==> src/rtl/alu_program_sequencer_pkg.sv <==
`default_nettype none
// ============================================================================
// Module   : alu_program_sequencer_pkg
// Purpose  : Shared opcodes, flag indices and FSM encoding for the sequencer.
// Revision : 1.0
// ============================================================================
package alu_program_sequencer_pkg;

    localparam logic [3:0] OPC_LOADI = 4'h0;
    localparam logic [3:0] OPC_ALU   = 4'h1;  // must track the datapath's ALU decode
    localparam logic [3:0] OPC_JMP   = 4'h2;
    localparam logic [3:0] OPC_BRF   = 4'h3;
    localparam logic [3:0] OPC_HALT  = 4'hF;

    localparam int FLAG_Z = 0;
    localparam int FLAG_C = 1;
    localparam int FLAG_N = 2;
    localparam int FLAG_V = 3;

    localparam logic [15:0] IDLE_OP_DEFAULT = 16'hE000;

    localparam logic [1:0] NPC_INC    = 2'd0;
    localparam logic [1:0] NPC_TARGET = 2'd1;
    localparam logic [1:0] NPC_HOLD   = 2'd2;

    typedef enum logic [2:0] {
        ST_IDLE   = 3'd0,
        ST_FETCH  = 3'd1,
        ST_DECODE = 3'd2,
        ST_WAIT   = 3'd3,
        ST_HALT   = 3'd4
    } state_t;

endpackage
`default_nettype wire

==> src/rtl/alu_seq_decoder.sv <==
`default_nettype none
// ============================================================================
// Module   : alu_seq_decoder
// Purpose  : Combinational decode of an instruction word plus ALU flags.
// Revision : 1.0
// ============================================================================
module alu_seq_decoder
    import alu_program_sequencer_pkg::*;
#(
    parameter int ADDR_W = 8
) (
    input  logic [31:0]       instr,
    input  logic [3:0]        flags,
    output logic              issue,
    output logic              is_alu,
    output logic              is_halt,
    output logic [1:0]        next_pc_sel,
    output logic [ADDR_W-1:0] target
);

    logic [3:0] w_class;
    logic [3:0] w_mask;
    logic       w_unused_fields;

    assign w_class         = instr[31:28];
    assign w_mask          = instr[19:16];
    assign target          = instr[ADDR_W-1:0];
    assign w_unused_fields = ^instr[27:20];

    if (ADDR_W < 16) begin : g_unused_operand
        logic w_unused_operand;
        assign w_unused_operand = ^instr[15:ADDR_W];
    end

    always_comb begin
        issue       = 1'b0;
        is_alu      = 1'b0;
        is_halt     = 1'b0;
        next_pc_sel = NPC_INC;
        case (w_class)
            OPC_LOADI: issue = 1'b1;
            OPC_ALU: begin
                issue  = 1'b1;
                is_alu = 1'b1;
            end
            OPC_JMP: next_pc_sel = NPC_TARGET;
            OPC_BRF: next_pc_sel = ((flags & w_mask) != 4'h0) ? NPC_TARGET : NPC_INC;
            OPC_HALT: begin
                is_halt     = 1'b1;
                next_pc_sel = NPC_HOLD;
            end
            default: next_pc_sel = NPC_INC;  // unknown classes behave as NOP
        endcase
    end

endmodule
`default_nettype wire

==> src/rtl/alu_program_sequencer.sv <==
`default_nettype none
// ============================================================================
// Module   : alu_program_sequencer
// Purpose  : Fetches instructions and issues them to the ALU datapath.
// Revision : 1.0
// ============================================================================
module alu_program_sequencer
    import alu_program_sequencer_pkg::*;
#(
    parameter int          ADDR_W      = 8,
    parameter int          ALU_LATENCY = 1,
    parameter logic [15:0] IDLE_OP     = IDLE_OP_DEFAULT
) (
    input  logic              clk,
    input  logic              reset,
    input  logic              start,
    input  logic [ADDR_W-1:0] start_pc,
    input  logic              stop,
    output logic              busy,
    output logic              done,
    output logic              imem_en,
    output logic [ADDR_W-1:0] imem_addr,
    input  logic [31:0]       imem_data,
    output logic [15:0]       operator,
    output logic [15:0]       operand,
    input  logic [3:0]        alu_flags,
    output logic [ADDR_W-1:0] pc,
    output logic [15:0]       retired
);

    localparam logic [3:0] c_wait_init = 4'(ALU_LATENCY);

    state_t            r_state;
    logic [3:0]        r_wait_cnt;
    logic              w_issue;
    logic              w_is_alu;
    logic              w_is_halt;
    logic [1:0]        w_npc_sel;
    logic [ADDR_W-1:0] w_target;
    logic [ADDR_W-1:0] w_next_pc;

    alu_seq_decoder #(
        .ADDR_W(ADDR_W)
    ) u_decoder (
        .instr      (imem_data),
        .flags      (alu_flags),
        .issue      (w_issue),
        .is_alu     (w_is_alu),
        .is_halt    (w_is_halt),
        .next_pc_sel(w_npc_sel),
        .target     (w_target)
    );

    always_comb begin
        case (w_npc_sel)
            NPC_TARGET: w_next_pc = w_target;
            NPC_HOLD:   w_next_pc = pc;
            default:    w_next_pc = pc + ADDR_W'(1);
        endcase
    end

    always_ff @(posedge clk) begin
        if (reset) begin
            r_state    <= ST_IDLE;
            r_wait_cnt <= 4'h0;
            pc         <= '0;
            retired    <= 16'h0;
            busy       <= 1'b0;
            done       <= 1'b0;
            imem_en    <= 1'b0;
            imem_addr  <= '0;
            operator   <= IDLE_OP;
            operand    <= 16'h0;
        end else begin
            done     <= 1'b0;
            imem_en  <= 1'b0;
            operator <= IDLE_OP;
            operand  <= 16'h0;
            // An issue decoded this cycle goes out even if stop aborts the run.
            if (r_state == ST_DECODE && w_issue) begin
                operator <= imem_data[31:16];
                operand  <= imem_data[15:0];
            end
            if (stop && r_state != ST_IDLE) begin
                r_state <= ST_IDLE;
                busy    <= 1'b0;
            end else begin
                case (r_state)
                    ST_IDLE: begin
                        if (start && !stop) begin
                            pc        <= start_pc;
                            retired   <= 16'h0;
                            busy      <= 1'b1;
                            imem_en   <= 1'b1;
                            imem_addr <= start_pc;
                            r_state   <= ST_FETCH;
                        end
                    end
                    ST_FETCH: r_state <= ST_DECODE;
                    ST_DECODE: begin
                        pc <= w_next_pc;
                        if (!w_is_halt) begin
                            retired <= retired + 16'h1;
                        end
                        if (w_is_halt) begin
                            done    <= 1'b1;
                            r_state <= ST_HALT;
                        end else if (w_is_alu) begin
                            r_wait_cnt <= c_wait_init;
                            r_state    <= ST_WAIT;
                        end else begin
                            imem_en   <= 1'b1;
                            imem_addr <= w_next_pc;
                            r_state   <= ST_FETCH;
                        end
                    end
                    ST_WAIT: begin
                        if (r_wait_cnt <= 4'h1) begin
                            imem_en   <= 1'b1;
                            imem_addr <= pc;
                            r_state   <= ST_FETCH;
                        end else begin
                            r_wait_cnt <= r_wait_cnt - 4'h1;
                        end
                    end
                    ST_HALT: begin
                        busy    <= 1'b0;
                        r_state <= ST_IDLE;
                    end
                    default: r_state <= ST_IDLE;
                endcase
            end
        end
    end

endmodule
`default_nettype wire

==> config.mk <==
export PLATFORM = sky130hd
export DESIGN_NAME = alu_program_sequencer
export DESIGN_NICKNAME = d
export VERILOG_FILES = /design/src/rtl/alu_program_sequencer_pkg.sv /design/src/rtl/alu_seq_decoder.sv /design/src/rtl/alu_program_sequencer.sv
export SDC_FILE = /design/constraint.sdc
export NUM_CORES = 1
export LEC_CHECK = 0
export CORE_AREA = 5 5 115 84
export DETAILED_ROUTE_END_ITERATION = 10
export DIE_AREA = 0 0 120 89
export GPL_TIMING_DRIVEN = 1
export PLACE_DENSITY = 0.87
export SLEW_MARGIN = 10
export SYNTH_ARGS = -nofsm -noshare
export SYNTH_HDL_FRONTEND = slang
export SYNTH_SLANG_ARGS = --single-unit
export TNS_END_PERCENT = 5
==> constraint.sdc <==
create_clock -name clk -period 2.85 [get_ports clk]
set_clock_uncertainty 0.05 [all_clocks]
set_input_delay 0.57 -clock clk [delete_from_list [all_inputs] [get_ports clk]]
set_output_delay 0.57 -clock clk [all_outputs]
set_load 0.01 [all_outputs]
After elaboration in Yosys (flattened, before gate mapping) --
Index checks and enable logic that the tools add are counted.
Word-level totals: input bits 48, flip-flop bits (word level) 74, word-level logic and storage cells 88
Operators by class: eq/ne operators 16, bitwise gates (word level) 4, add/subtract/negate cells 3, muxes and demuxes 32, order comparisons 1, reductions and logical operators 22
Operators by type and width (number):
- two-way mux 16 bit | 2
- two-way mux 8 bit | 4
- one-hot mux 16 bit (2 select lines) | 1
- one-hot mux 8 bit (2 select lines) | 2
- one-hot mux 8 bit (3 select lines) | 1
- adder 16 x 1 -> 16 bit (second input constant) | 1
- two-way mux 4 bit | 3
- one-hot mux 3 bit (4 select lines) | 1
- two-way mux 1 bit | 10
- inequality test 2 bit (second input constant) | 5
- two-way mux 3 bit | 3
- adder 8 x 1 -> 8 bit (second input constant) | 1
- == test 4 x 2 -> 1 bit (second input constant) | 2
- one-hot mux 4 bit (2 select lines) | 1
- == test 3 x 2 -> 1 bit (second input constant) | 2
- one-hot mux 2 bit (3 select lines) | 1
- AND reduction 6 bit | 1
- nonzero test 2 bit | 3
- nonzero test 3 bit | 2
- OR reduction 2 bit | 3
- AND reduction 5 bit | 1
- bitwise AND 4 bit | 1
- == test 4 x 1 -> 1 bit (second input constant) | 1
- == test 4 bit (second input constant) | 1
- other kinds (20) | 25

Logic depth before layout (Yosys ltp) --
depth in word-level cells 9, gate-level depth with buffers 11, gate-level depth less buffers 10

By module --
From an unflattened synthesis, not the netlist that was laid out.
Unflattened totals: cell total of the unflattened synthesis 376, area, all modules 3363.2 um^2
By module, submodules not included:
- alu_program_sequencer | times used 1, cells an instance 360, area each 3243.1 um^2, seq. area each 1481.4 um^2
- alu_seq_decoder | times used 1, cells an instance 16, area each 120.1 um^2, seq. area each 0.0 um^2

Worst setup path after synthesis --
Ideal clock, no wire load.
path kind input to register, start input port alu_flags[0], end register imem_addr[7], stages on the path 9, arrival 2606 ps, path slack 78 ps, required time 2684 ps, buffers on the path 2, library setup time 116 ps, path through a222oi_1 nand3_1 and3_1 ha_1 clkbuf_1 clkbuf_1 nand3_1 a221o_1 o211a_1
On the way: cells in the longest elaborated chain, start to end 9, elaborated cells between the ends (all ways) 10, classes of those cells 2 x eq/ne; 6 x mux; 1 x bitwise; 1 x reduce/logical
Ends and longest elaborated chain:
- start, declared | RTL line alu_program_sequencer.sv:26 | input logic [3:0] alu_flags,
- bitwise AND 4 bit (*) | RTL line alu_seq_decoder.sv:47 | OPC_BRF: next_pc_sel = ((flags & w_mask) != 4'h0) ? NPC_TARGET : NPC_INC;
- nonzero test 4 bit (*) | RTL line alu_seq_decoder.sv:47
- two-way mux 1 bit (*) | RTL line alu_seq_decoder.sv:47
- one-hot mux 2 bit (3 select lines) (*) | RTL line alu_seq_decoder.sv:40 | case (w_class)
- == test 2 bit or == test 2 x 1 -> 1 bit (tied branches) | RTL line alu_program_sequencer.sv:55 | case (w_npc_sel)
- one-hot mux 8 bit (2 select lines) (*) | RTL line alu_program_sequencer.sv:55
- two-way mux 8 bit (*) | RTL line alu_program_sequencer.sv:108 | end else if (w_is_alu) begin
- two-way mux 8 bit (*) | RTL line alu_program_sequencer.sv:105 | if (w_is_halt) begin
- one-hot mux 8 bit (3 select lines) (*) | RTL line alu_program_sequencer.sv:88 | case (r_state)
- end signal, assigned | RTL line alu_program_sequencer.sv:95 | imem_addr <= start_pc;
- end signal, assigned | RTL line alu_program_sequencer.sv:113 | imem_addr <= w_next_pc;
- end signal, assigned | RTL line alu_program_sequencer.sv:120 | imem_addr <= pc;
- end, declared | RTL line alu_program_sequencer.sv:22 | output logic [ADDR_W-1:0] imem_addr,
Mark *: on every way between the ends. The rest lies on a longest branch, timed or not. The select of a mux whose other input is x is not followed. A chain may end at the register's enable or synchronous reset.

Worst setup path after layout --
start input port imem_data[16], end register imem_addr[6]
On the way: cells in the longest elaborated chain, start to end 9, elaborated cells between the ends (all ways) 10, classes of those cells 2 x eq/ne; 6 x mux; 1 x bitwise; 1 x reduce/logical
Ends and longest elaborated chain:
- start, declared | RTL line alu_program_sequencer.sv:23 | input logic [31:0] imem_data,
- bitwise AND 4 bit (*) | RTL line alu_seq_decoder.sv:47
- nonzero test 4 bit (*) | RTL line alu_seq_decoder.sv:47
- two-way mux 1 bit (*) | RTL line alu_seq_decoder.sv:47
- one-hot mux 2 bit (3 select lines) (*) | RTL line alu_seq_decoder.sv:40
- == test 2 bit or == test 2 x 1 -> 1 bit (tied branches) | RTL line alu_program_sequencer.sv:55
- one-hot mux 8 bit (2 select lines) (*) | RTL line alu_program_sequencer.sv:55
- two-way mux 8 bit (*) | RTL line alu_program_sequencer.sv:108
- two-way mux 8 bit (*) | RTL line alu_program_sequencer.sv:105
- one-hot mux 8 bit (3 select lines) (*) | RTL line alu_program_sequencer.sv:88
Marks and branches as above.

==> key figures <==
Hold path
  • Worst hold endpoint: imem_addr[4]$_SDFFE_PP0P_
  • HP Class: reg2reg
  • Hold Path Depth: 2
  • Origin of the worst min-delay path: imem_addr[4]$_SDFFE_PP0P_

Worst setup path
  • Element type at the critical path start: primary input
  • Worst R2R Path Depth: 6
  • Cell family with most CP delay: compound AO/OA/AOI/OAI gates
  • CP required: 3010 ps
  • R2r endpoint: retired[5]$_SDFFE_PP0P_
  • Crit path from: imem_data[16]
  • Setup CP Type: in2reg
  • CP Capture Type: flip-flop
  • Worst path slowest cell: clkdlybuf4s50_1
  • WP data arrival: 2940 ps
  • Crit path max fanout: 10
  • CP cell instances: clkdlybuf4s50_1, a222oi_1, nand3_1, and3_4, ha_4, buf_4, o221ai_1, a31oi_1, a2111oi_1, nor3_1
  • WP buf/inv: 2
  • Worst path max stage delay: 420 ps
  • Reg-to-Reg Start: r_state[0]$_SDFFE_PP0P_
  • Register-to-register setup slack: 650 ps

Logic synthesis
  • EDFF count, synth: 0
  • Seq/Total Area, Yosys: 0.439
  • Post-Synthesis Net Count: 436
  • Ys flop type: dfxtp_1
  • Fraction of registers with async set/reset: 0
  • Synth Warn #: 0
  • Mapped Cells: 382
  • Count of cell types in the netlist: 60
  • Mapped cell area: 0.00338 sq mm
  • Synthesis-stage register bit count: 74
  • Post-Syn Area per Cell: 8.84 sq um

Clock tree
  • Clock root buffer: clkbuf_16
  • Sink Count: 74
  • CTS clk-pin slew, worst paths: 60 ps
  • CTS tree: done
  • Hold-fix buffers at CTS: 0
  • Worst-skew pair later-pin latency: 330 ps
  • Num CTS Buffers: 9
  • H-tree Lvls: 3
  • Clk buf depth: 2

STA
  • Slew @ Worst Pin: 645 ps
  • Final hold violations: 0
  • Final worst setup slack: 69.3 ps
  • TNS Setup: 0 ps
  • Final setup viols: 0
  • Post-layout min period: 2780 ps
  • Max Clk Rate: 0.360 GHz
  • Slew HR: 0.569
  • Fin crit share: 0.976
  • Unrepaired setup endpoints after global routing: yes
  • Max Slew Vio Count: 0

Global route
  • Initial antenna violation count: 0
  • First-pass GRT wire length: 15,900 um
  • Grt ovf: 0
  • GRT Util Overall: 0.185
  • Vias in the first global route: 3,330
  • Largest net degree at the start of global routing: 32

Placement
  • Pre-CTS setup slack: -408 ps
  • DP HPWL: 7360 um
  • Placed Area: 0.00470 sq mm
  • GPL Wtd Cong: 0.945
  • IO Port Bufs: 114

Drt
  • DRC viols: 0
  • Antenna-violating nets left: 0
  • Drt pass-1 iters: 5
  • Via count: 3,356
  • Via/cell ratio: 5.46
  • DR WL/cell: 16.2 um
  • Final WL: 9990 um
  • First DRT Iteration DRCs: 448

Flow run
  • Number of max-cap violations: 0

Pwr
  • P_leak: 1.88 nW
  • Peak supply drop: 0.263 mV
  • PD cells: 503 mW/mm^2

Die
  • Die area: 0.0107 sq mm
  • Die height: 89 um
  • Die width: 120 um
  • Initial Util: 0.403
  • Core box area: 0.00837 sq mm
  • Io pins: 115
  • Row cnt: 28

Layout
  • Cell area after layout: 0.00509 sq mm
  • Share of layout cells above drive strength 1: 0.131
  • Post-layout net count: 559
  • # diodes: 0
  • Synth-to-layout area growth: 50.7%
  • Final core utilization: 0.608

Status
  • Status: finished, final reports clean
[timing repair]
| item | CTS | global route |
|---|---|---|
| pin swaps | 2 | 4 |
| setup endpoints to repair | 4 | 8 |
| setup buffers | 0 | 1 |
| resized for setup | 2 | 16 |
[stage by stage]
| stage | instances | hold WS, ps | total power, W |
|---|---|---|---|
| after floorplan | 382 | 426 | 0.00124 |
| after global placement | 598 | 412 | 0.00139 |
| after detailed placement | 598 | 415 | 0.00140 |
| after CTS | 614 | 423 | 0.00257 |
| after global routing | 615 | 440 | 0.00266 |
| final | 615 | 422 | 0.00256 |
[registers in the layout, summed over array words and instances, names as in the netlist]
signal and count:
done 1, pc 8, busy 1, retired 16
operand 16, operator 16, r_wait_cnt 4, r_state 3
imem_addr 8, imem_en 1
[cells in the mapped netlist (7+ instances only)]
cell	instances	area share
nor3_1	13	0.019
nor2b_1	9	0.017
xnor2_1	8	0.021
buf_2	9	0.013
or3_1	7	0.013
o21ai_0	7	0.010
a21oi_1	16	0.024
and3_1	7	0.013
dfxtp_1	74	0.44
nand2_1	23	0.026
clkbuf_1	15	0.017
a211oi_1	9	0.020
nand3_1	12	0.018
and2_1	30	0.056
inv_1	10	0.011
nor2_1	43	0.048
[layer usage]
layer | share of wire | global-route usage | up-vias | wire length (um)
li1 | - | - | 1597 | -
met1 | 0.41 | 0.218 | 1577 | 4100
met2 | 0.49 | 0.333 | 165 | 4940
met3 | 0.083 | 0.0601 | 17 | 827
met4 | 0.013 | 0.0437 | 0 | 125
met5 | 0 | 0 | - | 0
[where the power goes]
group	switching [W]	internal (W)	total, W
clock	0.000465	0.000693	0.00116
sequential	0.0000338	0.00106	0.00109
combinational	0.000142	0.000167	0.000309
total	0.000641	0.00192	0.00256
[logic make-up after synthesis]
| family | count (synthesis) | synth area share |
|---|---|---|
| DFF | 74 | 0.439 |
| AOI/OAI and AO/OA | 74 | 0.168 |
| and+or+nand+nor | 173 | 0.280 |
| buffers and inverters | 39 | 0.0489 |
| adders and majority gates | 6 | 0.0222 |
| xor gates and xnor gates | 14 | 0.0363 |
| muxes | 2 | 0.00593 |
[tightest hold or removal path, delay by kind of cell (launching register included)]
kind / cells / cell delay [ps]
simple gates: 1 / 60
flops: 1 / 320
compound gates: 1 / 50
[placed cells by master, fill, tap and decap left out, types with 3 or more instances in the layout]
cell type and instances:
nand3b_1 3, nand4_1 6, dfxtp_1 74, ha_1 4, a221oi_1 4, xnor2_1 8
clkdlybuf4s50_1 114, nand3_1 12, o21ai_0 7, a211oi_1 9, buf_4 22, inv_2 4
inv_1 10, xor2_1 6, or3_1 7, nor3_1 13, nand2b_1 4, a31oi_1 4
clkbuf_16 9, and2_1 30, nor4_1 4, nor2_1 42, a21oi_1 14, o21ai_1 4
and3_1 6, nor2b_1 7, nand2_1 23, a21o_1 3
[cell type report]
type	instances	area, sq um
clock buffers	9	225
clock inverters	7	83.8
fillers	680	3280
inverters	14	52.6
multi-input cells	269	1800
flip-flops and latches	74	1480
well taps	105	131
repair buffers	137	1320
[how the worst max path moves through the flow]
stage | end | slack, ps | depth (start not counted)
after detailed placement | imem_addr[2]$_SDFFE_PP0P_ | -410 | 11
final | imem_addr[6]$_SDFFE_PP0P_ | 70 | 10
after floorplan | imem_addr[7]$_SDFFE_PP0P_ | 80 | 9
after CTS | imem_addr[2]$_SDFFE_PP0P_ | 60 | 11
after global routing | imem_addr[6]$_SDFFE_PP0P_ | -90 | 10
after global placement | imem_addr[5]$_SDFFE_PP0P_ | -400 | 10
(Power assumes the default switching activity.)
